==> src/rtl/irom_arbiter.sv <==
// Arbitrates the asynchronous-read instruction ROM between the fetch stage (IF)
// and the load/store unit (LS), with registered responses and configurable wait states.
module irom_arbiter #(
    parameter int          ADDR_BITS   = 20,
    parameter logic [31:0] BASE_ADDR   = 32'h1c000000,
    parameter int          WAIT_CYCLES = 1
) (
    input  logic                 clk,
    input  logic                 rst,
    input  logic                 if_req_valid,
    output logic                 if_req_ready,
    input  logic [31:0]          if_req_addr,
    output logic                 if_resp_valid,
    input  logic                 if_resp_ready,
    output logic [31:0]          if_resp_data,
    output logic                 if_resp_err,
    input  logic                 ls_req_valid,
    output logic                 ls_req_ready,
    input  logic [31:0]          ls_req_addr,
    output logic                 ls_resp_valid,
    input  logic                 ls_resp_ready,
    output logic [31:0]          ls_resp_data,
    output logic                 ls_resp_err,
    output logic [ADDR_BITS-1:0] rom_a,
    input  logic [31:0]          rom_spo
);

    typedef enum logic [1:0] {S_IDLE, S_WAIT, S_RESP} state_t;
    typedef enum logic {GNT_IF, GNT_LS} gnt_t;

    localparam logic [3:0] CNT_INIT = 4'(WAIT_CYCLES);

    state_t               state_q, state_d;
    gnt_t                 gnt_q, gnt_d;
    logic [3:0]           cnt_q, cnt_d;
    logic                 err_q, err_d;
    logic [ADDR_BITS-1:0] rom_a_q, rom_a_d;
    logic [31:0]          data_q, data_d;
    logic                 if_valid_q, if_valid_d;
    logic                 ls_valid_q, ls_valid_d;

    logic        sel_if, sel_ls;
    logic [31:0] req_addr, offset, index;
    logic        req_err;

    // gnt_q doubles as last_grant: on a tie the requester not served last wins.
    assign sel_if = if_req_valid & (~ls_req_valid | (gnt_q == GNT_LS));
    assign sel_ls = ls_req_valid & (~if_req_valid | (gnt_q == GNT_IF));

    assign if_req_ready = (state_q == S_IDLE) & sel_if;
    assign ls_req_ready = (state_q == S_IDLE) & sel_ls;

    assign req_addr = sel_ls ? ls_req_addr : if_req_addr;
    assign offset   = req_addr - BASE_ADDR;
    assign index    = offset >> 2;
    assign req_err  = (req_addr[1:0] != 2'b00) | (req_addr < BASE_ADDR) |
                      ((index >> ADDR_BITS) != 32'd0);

    always_comb begin
        // NOTE: every _d gets its current value first so no path leaves it unassigned (no latches).
        state_d    = state_q;
        gnt_d      = gnt_q;
        cnt_d      = cnt_q;
        err_d      = err_q;
        rom_a_d    = rom_a_q;
        data_d     = data_q;
        if_valid_d = if_valid_q;
        ls_valid_d = ls_valid_q;
        case (state_q)
            S_IDLE: begin
                if (sel_if || sel_ls) begin
                    gnt_d   = sel_ls ? GNT_LS : GNT_IF;
                    err_d   = req_err;
                    rom_a_d = req_err ? '0 : index[ADDR_BITS-1:0];
                    cnt_d   = CNT_INIT;
                    state_d = S_WAIT;
                end
            end
            S_WAIT: begin
                if (cnt_q == 4'd0) begin
                    data_d     = err_q ? 32'd0 : rom_spo;
                    if_valid_d = (gnt_q == GNT_IF);
                    ls_valid_d = (gnt_q == GNT_LS);
                    state_d    = S_RESP;
                end else begin
                    cnt_d = cnt_q - 4'd1;
                end
            end
            S_RESP: begin
                if ((if_valid_q && if_resp_ready) || (ls_valid_q && ls_resp_ready)) begin
                    if_valid_d = 1'b0;
                    ls_valid_d = 1'b0;
                    state_d    = S_IDLE;
                end
            end
            default: state_d = S_IDLE;
        endcase
    end

    // NOTE: state registers use non-blocking assignments so all flops update together at the edge.
    always_ff @(posedge clk) begin
        if (rst) begin
            state_q    <= S_IDLE;
            gnt_q      <= GNT_LS;
            cnt_q      <= 4'd0;
            err_q      <= 1'b0;
            rom_a_q    <= '0;
            data_q     <= 32'd0;
            if_valid_q <= 1'b0;
            ls_valid_q <= 1'b0;
        end else begin
            state_q    <= state_d;
            gnt_q      <= gnt_d;
            cnt_q      <= cnt_d;
            err_q      <= err_d;
            rom_a_q    <= rom_a_d;
            data_q     <= data_d;
            if_valid_q <= if_valid_d;
            ls_valid_q <= ls_valid_d;
        end
    end

    assign rom_a         = rom_a_q;
    assign if_resp_valid = if_valid_q;
    assign ls_resp_valid = ls_valid_q;
    assign if_resp_data  = data_q;
    assign ls_resp_data  = data_q;
    assign if_resp_err   = err_q;
    assign ls_resp_err   = err_q;

endmodule
==> config.mk <==
export PLATFORM = sky130hd
export DESIGN_NAME = irom_arbiter
export DESIGN_NICKNAME = d
export VERILOG_FILES = /design/src/rtl/irom_arbiter.sv
export SDC_FILE = /design/constraint.sdc
export NUM_CORES = 1
export LEC_CHECK = 0
export BUFFER_PORTS_ARGS = -buffer_cell sky130_fd_sc_hd__buf_2
export CAP_MARGIN = 20
export CORE_UTILIZATION = 28
export DETAILED_ROUTE_END_ITERATION = 12
export PLACE_DENSITY_LB_ADDON = 0.12
export SLEW_MARGIN = 10
export SYNTH_ARGS = -nofsm -noshare
export SYNTH_HDL_FRONTEND = slang
export SYNTH_SLANG_ARGS = --single-unit
==> constraint.sdc <==
create_clock -name clk -period 4.1 [get_ports clk]
set_input_delay 0 -clock clk [delete_from_list [all_inputs] [get_ports clk]]
set_output_delay 0 -clock clk [all_outputs]
set_load 0.005 [all_outputs]
; Yosys cells after proc, flatten, opt, wreduce, memory -nomap -nowiden
; Index checks and enable logic that the tools add are counted.
[word_totals]
mem_bits_ro = 0
regBits = 62
n_memories = 0
out_inout_bits = 90
latch_bits = 0
word_cells = 59
mem_bits_rw = 0
inputBits = 102
[classes]
bitwise = 11
reduce_logical = 15
eq_ne = 6
magnitude_cmp = 1
n_mux = 16
shifts = 0
mul = 0
n_div = 0
addsub = 2
[op_table]
columns = op, count
row1 = $mux W32, 2
row2 = $lt A32 B29 Y1 const B, 1
row3 = $reduce_bool A32 Y1, 1
row4 = $sub A32 B29 Y32 const B, 1
row5 = $mux W20, 1
row6 = $reduce_and A3 Y1, 3
row7 = $mux W4, 2
row8 = $pmux W4 S2, 1
row9 = $mux W2, 3
row10 = $ne A2 B2 Y1 const B, 3
row11 = $pmux W2 S3, 1
row12 = $reduce_bool A2 Y1, 3
row13 = $and A1 B1 Y1, 4
row14 = $logic_not A4 Y1, 1
row15 = $mux W1, 4
row16 = $or A1 B1 Y1, 4
row17 = $pmux W1 S2, 2
row18 = $reduce_and A2 Y1, 2
row19 = $sub A4 B1 Y4 const B, 1
row20 = $not A1 Y1, 3
row21 = $eq A2 B1 Y1 const B, 1
row22 = $eq A2 B2 Y1 const B, 1
row23 = $logic_and A1 B1 Y1, 2
row24 = $logic_not A2 Y1, 1
row25 = other kinds (2), 3

; Longest topological paths before layout
[depth]
ltp_word = 8
mapped_depth = 7
depth_no_buf = 6

; Least setup slack after synthesis
; OpenSTA, ideal clock, no wires.
[synth_timing]
kind = flip-flop to flip-flop
startpoint = reg cnt_q[0]
endpoint = reg data_q[10], in the netlist if_resp_data[10]
t_required_ps = 4030
arrival_ps = 1516
n_path_buf = 1
stages_incl_launch_ff = 8
setup_ps = 70
setup_slack_ps = 2513
cell_sequence = dfxtp_1 -> inv_1 -> ha_1 -> or3b_1 -> nor2_2 -> buf_2 -> nand3b_1 -> a21oi_1
[synth_between]
elab_chain_cells = 2
[synth_rtl]
columns = item, line
row1 = from (decl), 35  ; logic [3:0] cnt_q, cnt_d;
row2 = from (signal assigned), 114  ; cnt_q <= cnt_d;
row3 = $logic_not A4 Y1, 80  ; if (cnt_q == 4'd0) begin
row4 = $reduce_and A2 Y1 (no line), n/a
row5 = to (signal assigned), 117  ; data_q <= data_d;
row6 = to (decl), 38  ; logic [31:0] data_q, data_d;
; Every way passes these cells.
; A chain may end at the register's enable or synchronous reset.

; Worst setup path after layout
[layout_timing]
startpoint = reg gnt_q
endpoint = reg rom_a_q[16], in the netlist rom_a[16]
[layout_between]
elab_chain_cells = 8
elab_cells_between_ends = 15
[layout_rtl]
columns = item, line
row1 = from (decl), 34  ; gnt_t gnt_q, gnt_d;
row2 = from (signal assigned), 113  ; gnt_q <= gnt_d;
row3 = $not A1 Y1, 48  ; assign sel_ls = ls_req_valid & (~if_req_valid | (gnt_q == GNT_IF));
row4 = $or A1 B1 Y1, 48
row5 = $and A1 B1 Y1, 48
row6 = $mux W32, 53  ; assign req_addr = sel_ls ? ls_req_addr : if_req_addr;
row7 = $sub A32 B29 Y32 (tied with other cells), 54  ; assign offset = req_addr - BASE_ADDR;
row8 = $reduce_bool A32 Y1 or $or A1 B1 Y1 (tied branches), "57, 56"
row9 = $or A1 B1 Y1, 56  ; assign req_err = (req_addr[1:0] != 2'b00) | (req_addr < BASE_ADDR) |
row10 = $mux W20, 74  ; rom_a_d = req_err ? '0 : index[ADDR_BITS-1:0];
row11 = to (signal assigned), 116  ; rom_a_q <= rom_a_d;
row12 = to (decl), 37  ; logic [ADDR_BITS-1:0] rom_a_q, rom_a_d;
; Parallel ways exist; a longest one is shown, timed or not.

==> flow_metrics.env <==
export IMPL_outcome="finished clean"
export IMPL_port_buffers=191
export IMPL_syn_nets=434
export IMPL_cts_setup_buffers=0
export IMPL_cp_max_fo=13
export IMPL_period_share=0.530
export IMPL_regArea_um2=1240
export IMPL_tightestPinTransition_ns=1.04
export IMPL_fp_row_count=37
export IMPL_synth_seq_cells=62
export IMPL_r2r_cells=5
export IMPL_dr_pass1_iters=4
export IMPL_reg2reg_from="gnt_q"
export IMPL_antenna_found_initial=0
export IMPL_dpl_cell_area_um2=3800
export IMPL_synthTopCellsByArea="dfxtp_1 (42%), buf_4 (8.3%), nand3b_1 (8.3%)"
export IMPL_critPathCaptureType="register"
export IMPL_dp_hpwl_um=5720
export IMPL_grt_max_degree=42
export IMPL_critPathKind="register to register"
export IMPL_fmax_ghz=0.460
export IMPL_syn_to_final_growth_pct=59.2
export IMPL_ys_warn_count=0
export IMPL_min_to="state_q[1]"
export IMPL_totalNegativeSetupSlack_ns=0
export IMPL_synthDominantCellAreaShare=0.417
export IMPL_synth_edff_count=0
export IMPL_rrSetupSlack_ns=1.93
export IMPL_core_area_um2=10300
export IMPL_total_power_mw=1.82
export IMPL_syn_area_um2=2980
export IMPL_vias=3100
export IMPL_cts_buffers_inserted=9
export IMPL_async_flop_share=0
export IMPL_synthFlopType="dfxtp_1"
export IMPL_r2r_end="rom_a[16]"
export IMPL_slew_viol_final=0
export IMPL_hold_violations=0
export IMPL_avgViaCountPerCell=4.44
export IMPL_drtAntennaViolNets=0
export IMPL_die_x_um=105
export IMPL_avgRoutedWirePerCell_um=12.4
export IMPL_fin_crit_ns=2.17
export IMPL_power_leakage_nw=2.23
export IMPL_clk_latency_ns=0.33
export IMPL_fillCellCount=1000
export IMPL_synth_avg_cell_area_um2=9.02
export IMPL_multi_input_area_um2=1390
export IMPL_required_ns=4.31
export IMPL_setup_slack_ns=1.93
export IMPL_start_util=0.288
export IMPL_drcViolationCount=0
export IMPL_highest_layer="met4"
export IMPL_fin_nets=661
export IMPL_min_path_cells=4
export IMPL_drt_total_wl_um=8680
export IMPL_place_congestion=0.725
export IMPL_first_global_vias=3046
export IMPL_final_area_um2=4740
export IMPL_setup_viol=0
export IMPL_final_util=0.459
export IMPL_cts_resized_gates=0
export IMPL_grt_pass1_wl_um=14000
export IMPL_drt_iter0_drc=123
export IMPL_grt_use_total=0.160
export IMPL_cts_htree_levels=3
export IMPL_synth_cell_types=41
export IMPL_power_density_nw_per_um2=385
export IMPL_cap_violations=0
export IMPL_arrival_ns=2.39
export IMPL_rsz0062_at_grt="no"
export IMPL_worstHoldStart="ls_resp_ready"
export IMPL_clockRootBuffer="clkbuf_8"
export IMPL_fp_dieArea_um2=11100
export IMPL_clockBufferDepth=2
export IMPL_overflow=0
export IMPL_hold_class="input port to register"
export IMPL_slew_headroom=0.307
export IMPL_start_kind="register"
export IMPL_drive_gt1_frac=0.422
export IMPL_clkTransAtPathRegs_ns=0.07
export IMPL_io_pins=192
export IMPL_vdd_ir_drop_worst_uv=198
export IMPL_worst_clock_skew_ns=0.00695
export IMPL_wl_met3_um=612
export IMPL_dr_wl_met2_um=4180
export IMPL_yosysTopAreaCell="dfxtp_1"
export IMPL_syn_inst=330
export IMPL_cts_tree="done"
export IMPL_fp_dieH_um=105
export IMPL_seq_area_frac_synth=0.417
export IMPL_diodes=0
export IMPL_numClockSinks=62
export IMPL_wl_met1_um=3770
export IMPL_place_ws_ns=1.94
-- placed cells by master, fill, tap and decap left out, types with 2 or more instances in the layout --
master / netlist / final
buf_4: 33 / 5
or2_1: 2 / 2
nand3b_1: 33 / 33
buf_2: 3 / 191
o21ai_2: 21 / 21
clkinv_2: 0 / 2
a21oi_1: 36 / 36
nor2b_1: 2 / 2
or3_1: 2 / 2
clkbuf_8: 0 / 10
dfxtp_1: 62 / 62
inv_1: 3 / 3
nand2_1: 59 / 59
nor2_1: 6 / 6
mux2i_1: 21 / 21
or4b_1: 2 / 2
ha_1: 2 / 2
or3b_1: 2 / 2
a22oi_1: 2 / 2
nand3_1: 3 / 3
clkbuf_1: 11 / 2
bufinv_16: 0 / 2
dlygate4sd3_1: 0 / 72
-- timing repair --
action,4_1_cts,5_1_grt
hold endpoints to repair,52,0
hold buffers,72,0
endpoints found under the setup margin,0,0
-- per-layer routing --
layer  up-vias  track usage
met3        12       0.0487
met1      1380        0.184
met5         -            0
met4         0       0.0594
met2       147        0.279
li1       1561            -
-- cells by family (layout without fill, tap and decap cells) --
kind of cell,count (synthesis),count (layout),share of synthesized area
AND/OR/NAND/NOR,123,123,0.234
AO/OA/AOI/OAI,67,67,0.153
flip-flops,62,62,0.417
buffers and inverters,55,287,0.117
multiplexers,21,21,0.0706
adder cells (fa/ha/maj),2,2,0.00840
-- synthesized netlist by cell type, drive strengths merged (3+ instances only) --
cell    instances
a21oi          37
nand2          59
nor2            7
dfxtp          62
nand3b         33
o21ai          21
mux2i          21
clkbuf         11
buf            41
inv             3
nand3           3
-- flip-flops by register name, summed over array words and instances, names as in the netlist --
register       cells
state_q            2
if_resp_valid      1
rom_a             20
if_resp_err        1
if_resp_data      32
cnt_q              4
ls_resp_valid      1
gnt_q              1
-- power by group --
part | internal [mW] | switching, mW
Clock | 0.358 | 0.234
Sequential | 0.661 | 0.0671
Combinational | 0.262 | 0.241
Total | 1.28 | 0.542
-- worst max-delay path, stage by stage, from the launching register on --
cell           delay [ns]
dfxtp_1              0.38
a21boi_4             0.49
buf_4                0.32
mux2i_1              0.22
dlygate4sd3_1        0.58
o21ai_2              0.05
-- per-stage QoR --
stage | cells | hold slack [ns]
after global placement | 610 | 0.261
after detailed placement | 610 | 0.269
after CTS | 698 | 0.0122
final | 698 | 0.0242
after floorplan | 330 | 0.102
after global routing | 698 | 0.0421
-- area by class of cell --
cell class              count  share of cell area
clock buffers              12              0.0306
multi-input cells         213               0.293
flip-flops and latches     62               0.262
repair buffers            268               0.362
well taps                 136              0.0359
clock inverters             4              0.0148
inverters                   3             0.00238
-- how the worst max path moves through the flow --
| stage | depth (start not counted) | endpoint | from |
|---|---|---|---|
| 5_1_grt | 7 | ls_resp_valid | cnt_q[0] |
| 6_report | 5 | rom_a[16] | gnt_q |
| 3_5_place_dp | 7 | ls_resp_valid | cnt_q[0] |
| 2_1_floorplan | 7 | if_resp_data[10] | cnt_q[0] |
| 4_1_cts | 5 | rom_a[16] | gnt_q |
| 3_3_place_gp | 7 | ls_resp_valid | cnt_q[0] |
(Power assumes the default switching activity.)
